`config.mk`:
```
export PLATFORM = sky130hd
export DESIGN_NAME = mem_arbiter
export DESIGN_NICKNAME = d
export VERILOG_FILES = /design/src/rtl/mem_arbiter.sv
export SDC_FILE = /design/constraint.sdc
export NUM_CORES = 1
export LEC_CHECK = 0
export CAP_MARGIN = 25
export CELL_PAD_IN_SITES_DETAIL_PLACEMENT = 1
export CELL_PAD_IN_SITES_GLOBAL_PLACEMENT = 2
export CORE_AREA = 2 2 338 340
export CTS_BUF_LIST = sky130_fd_sc_hd__clkbuf_4
export DETAILED_ROUTE_END_ITERATION = 8
export DIE_AREA = 0 0 340 342
export PLACE_DENSITY_LB_ADDON = 0.1
export SLEW_MARGIN = 0
export SYNTH_ARGS = -nofsm -noshare
export SYNTH_HDL_FRONTEND = slang
export SYNTH_SLANG_ARGS = --single-unit
```
`constraint.sdc`:
```
create_clock -name clk -period 3 [get_ports clk]
set_input_delay 0.6 -clock clk [delete_from_list [all_inputs] [get_ports clk]]
set_output_delay 0.6 -clock clk [all_outputs]
set_load 0.02 [all_outputs]
```
`src/rtl/mem_arbiter.sv`:
```
// Two-port round-robin arbiter for the shared 128-bit memory port.
// One transaction is granted at a time; ready is steered back to its owner only.
module mem_arbiter #(
  parameter int ADDR_WIDTH = 28,
  parameter int DATA_WIDTH = 128
) (
  input  logic                  clk,
  input  logic                  proc_reset,
  input  logic                  i_read,
  input  logic                  i_write,
  input  logic [ADDR_WIDTH-1:0] i_addr,
  input  logic [DATA_WIDTH-1:0] i_wdata,
  output logic [DATA_WIDTH-1:0] i_rdata,
  output logic                  i_ready,
  input  logic                  d_read,
  input  logic                  d_write,
  input  logic [ADDR_WIDTH-1:0] d_addr,
  input  logic [DATA_WIDTH-1:0] d_wdata,
  output logic [DATA_WIDTH-1:0] d_rdata,
  output logic                  d_ready,
  output logic                  mem_read,
  output logic                  mem_write,
  output logic [ADDR_WIDTH-1:0] mem_addr,
  output logic [DATA_WIDTH-1:0] mem_wdata,
  input  logic [DATA_WIDTH-1:0] mem_rdata,
  input  logic                  mem_ready
);

  typedef enum logic {
    S_IDLE = 1'b0,
    S_BUSY = 1'b1
  } state_t;

  state_t state_r, state_d;
  logic   grant_r, grant_d;
  logic   last_r, last_d;

  logic                  req_i, req_d;
  logic                  g_read, g_write;
  logic [ADDR_WIDTH-1:0] g_addr;
  logic [DATA_WIDTH-1:0] g_wdata;
  logic                  busy;

  assign req_i = i_read | i_write;
  assign req_d = d_read | d_write;

  // grant_r: 0 = I-cache, 1 = D-cache
  assign g_read  = grant_r ? d_read  : i_read;
  assign g_write = grant_r ? d_write : i_write;
  assign g_addr  = grant_r ? d_addr  : i_addr;
  assign g_wdata = grant_r ? d_wdata : i_wdata;

  assign busy = (state_r == S_BUSY);

  always_ff @(posedge clk) begin
    if (proc_reset) begin
      state_r <= S_IDLE;
      grant_r <= 1'b0;
      last_r  <= 1'b0;
    end else begin
      state_r <= state_d;
      grant_r <= grant_d;
      last_r  <= last_d;
    end
  end

  always_comb begin
    state_d   = state_r;
    grant_d   = grant_r;
    last_d    = last_r;
    mem_read  = 1'b0;
    mem_write = 1'b0;
    mem_addr  = '0;
    mem_wdata = '0;
    unique case (state_r)
      S_IDLE: begin
        if (req_i | req_d) begin
          state_d = S_BUSY;
          // On a tie the port not served last wins
          grant_d = (req_i & req_d) ? ~last_r : req_d;
        end
      end
      S_BUSY: begin
        mem_write = g_write;
        mem_read  = g_read & ~g_write;
        mem_addr  = g_addr;
        mem_wdata = g_wdata;
        if (mem_ready) begin
          state_d = S_IDLE;
          last_d  = grant_r;
        end else if (!(g_read | g_write)) begin
          state_d = S_IDLE;
        end
      end
      default: state_d = S_IDLE;
    endcase
  end

  assign i_ready = mem_ready & busy & ~grant_r;
  assign d_ready = mem_ready & busy & grant_r;
  assign i_rdata = mem_rdata;
  assign d_rdata = mem_rdata;

endmodule

```
==> flow_metrics.env <==
export IMPL_placementRows=124
export IMPL_power_density_nw_per_um2=178
export IMPL_crit_required_ns=2.40
export IMPL_worstReg2RegStart="grant_r"
export IMPL_die_height_um=342
export IMPL_cts_buffer_depth=2
export IMPL_r2r_cells=5
export IMPL_r2r_end="busy"
export IMPL_path_clk_slew_ns=0.04
export IMPL_setup_tns_final_ns=0
export IMPL_ys_ff_latch=3
export IMPL_fmax_mhz=368
export IMPL_dp_hpwl_mm=28.5
export IMPL_grt_max_degree=44
export IMPL_fin_crit_sh_pct=90.6
export IMPL_portBuffers=478
export IMPL_num_vias=4864
export IMPL_grt_ovfl_total=0
export IMPL_min_to="last_r"
export IMPL_ys_types=19
export IMPL_post_cts_buffers=0
export IMPL_cts_root_buffer="clkbuf_4"
export IMPL_netlist_area_um2=4880
export IMPL_yosys_warnings=0
export IMPL_syn_to_final_growth_pct=99.8
export IMPL_vias_per_cell=2.06
export IMPL_die_w_um=340
export IMPL_initial_utilization_pct=4.31
export IMPL_drv_slew=0
export IMPL_route_detailed_drc=0
export IMPL_hold_viol_final=0
export IMPL_critPathCaptureType="output port"
export IMPL_start_kind="register"
export IMPL_drt_pass1_iter_count=4
export IMPL_hold_class="reg2reg"
export IMPL_wl_per_cell_um=13.8
export IMPL_finalClockSkew_ns=0.00420
export IMPL_grt_pass1_vias=5532
export IMPL_grt_pass1_wl_mm=43.6
export IMPL_place_ws_ns=0.246
export IMPL_fin_cells=2361
export IMPL_cts_hold_buf=0
export IMPL_p_leak_uw=0.00305
export IMPL_grt_util_all_layers_pct=5.23
export IMPL_relSlewSlack_pct=52.9
export IMPL_post_route_min_period_ns=2.72
export IMPL_ant_nets=0
export IMPL_status="complete, no violations"
export IMPL_dp_cells=2357
export IMPL_cts_buffers=3
export IMPL_crit_arrival_ns=2.12
export IMPL_drtIter0Drc=63
export IMPL_worstPathMaxFanout=34
export IMPL_max_cap_violations=0
export IMPL_hold_depth=2
export IMPL_insertion_delay_ns=0.24
export IMPL_core_region_area_um2=113000
export IMPL_peakVddDrop_uv=55.6
export IMPL_fin_nets=1297
export IMPL_cts_tree="built"
export IMPL_place_congestion=0.695
export IMPL_tightest_slew_ns=0.704
export IMPL_hp_start="last_r"
export IMPL_setup_worst_path_class="reg2out"
export IMPL_totalWireLength_mm=32.6
export IMPL_dieArea_um2=116000
export IMPL_io_pins=863
export IMPL_rrSetupSlack_ns=1.51
export IMPL_syn_num_nets=1075
export IMPL_syn_instance_count=628
export IMPL_n_antenna_cell=0
export IMPL_htreeDepth=1
export IMPL_yosysSeqAreaShare_pct=1.23
export IMPL_setup_violations=0
export IMPL_final_setup_worst_slack_ns=0.281
export IMPL_clock_sinks=3
export IMPL_antenna_found_initial=8
export IMPL_cts_resized=0
export IMPL_syn_avg_cell_area_um2=7.76
export IMPL_drive_above_1_share_pct=4.48
export IMPL_rsz0062_at_grt="false"
==> layout make-up <==
class	count	area [um2]
fillers	13400	103000
well taps	1512	1890
repair buffers	509	5090
flip-flops and latches	3	67.6
clock buffers	4	30.0
multi-input cells	332	2660
inverters	1	3.75
==> sequential cells by signal, summed over array words and instances, names as in the netlist <==
register  count
grant_r       1
busy          1
last_r        1
==> power by group <==
part	internal (uW)	total (uW)	switching, uW	leakage (uW)
sequential	43.3	55.7	12.4	0.0000259
combinational	920	1600	680	0.00301
clock	59.0	81.8	22.8	0.0000184
==> cells by family after synthesis <==
group / share of synthesized area (%)
buf+inv: 44.3
simple gates: 21.1
mux: 32.2
compound gates: 1.10
flops: 1.23
==> stage by stage <==
| step | power, uW | area (um2) | hold slack [ns] | util, % |
|---|---|---|---|---|
| after floorplan | 1230 | 4880 | 0.450 | - |
| after global placement | 1730 | 9710 | 0.568 | 8.59 |
| after detailed placement | 1710 | 9710 | 0.542 | 8.59 |
| after CTS | 1800 | 9740 | 0.552 | 8.61 |
| after global routing | 1880 | 9740 | 0.587 | 8.61 |
| final | 1740 | 9740 | 0.551 | 8.61 |
==> Yosys cell counts <==
cell type	instances	area, um2
buf_2	1	5.00
buf_4	268	2010
nor2b_1	158	988
nor2_1	5	18.8
a21o_1	1	7.51
inv_1	1	3.75
a32oi_1	1	8.76
nor3_1	1	5.00
or3b_1	1	8.76
o21ai_0	2	10.0
clkbuf_1	16	60.1
a211o_1	1	8.76
mux2i_1	157	1570
a21oi_1	2	10.0
a21oi_2	1	8.76
buf_6	7	78.8
nand2_1	1	3.75
dfxtp_1	3	60.1
and3_1	1	6.26
==> metal layers <==
metal  track usage, %  vias to the layer above  share of wire, %
li1                 -                     2209                 -
met4             1.79                       14               3.9
met2             9.46                      407                50
met5                0                        -              0.27
met3             3.23                      121                15
met1             4.77                     2113                32
==> layout by cell type, fill, tap and decap left out, types with 2 or more instances in the layout <==
cell,n
clkdlybuf4s50_1,478
nor2b_1,158
mux2i_1,157
buf_4,25
buf_12,6
nor2_1,5
clkbuf_4,4
a21oi_1,2
o21ai_0,2
dfxtp_4,2
==> critical path, cell delays in order (launching register included) <==
cell	delay (ns)
dfxtp_4	0.41
buf_12	0.23
buf_4	0.26
mux2i_1	0.09
nor2b_1	0.12
clkdlybuf4s50_1	0.64
==> worst max path at each step <==
stage                  from  cells after the start             to
global placement     i_read                      4       mem_read
CTS                 grant_r                      5  mem_wdata[46]
finish              grant_r                      5  mem_wdata[46]
global route        grant_r                      5  mem_wdata[43]
floorplan              busy                      4    mem_addr[0]
detailed placement   i_read                      4       mem_read
Note: power is estimated with default switching activity, not from simulation.
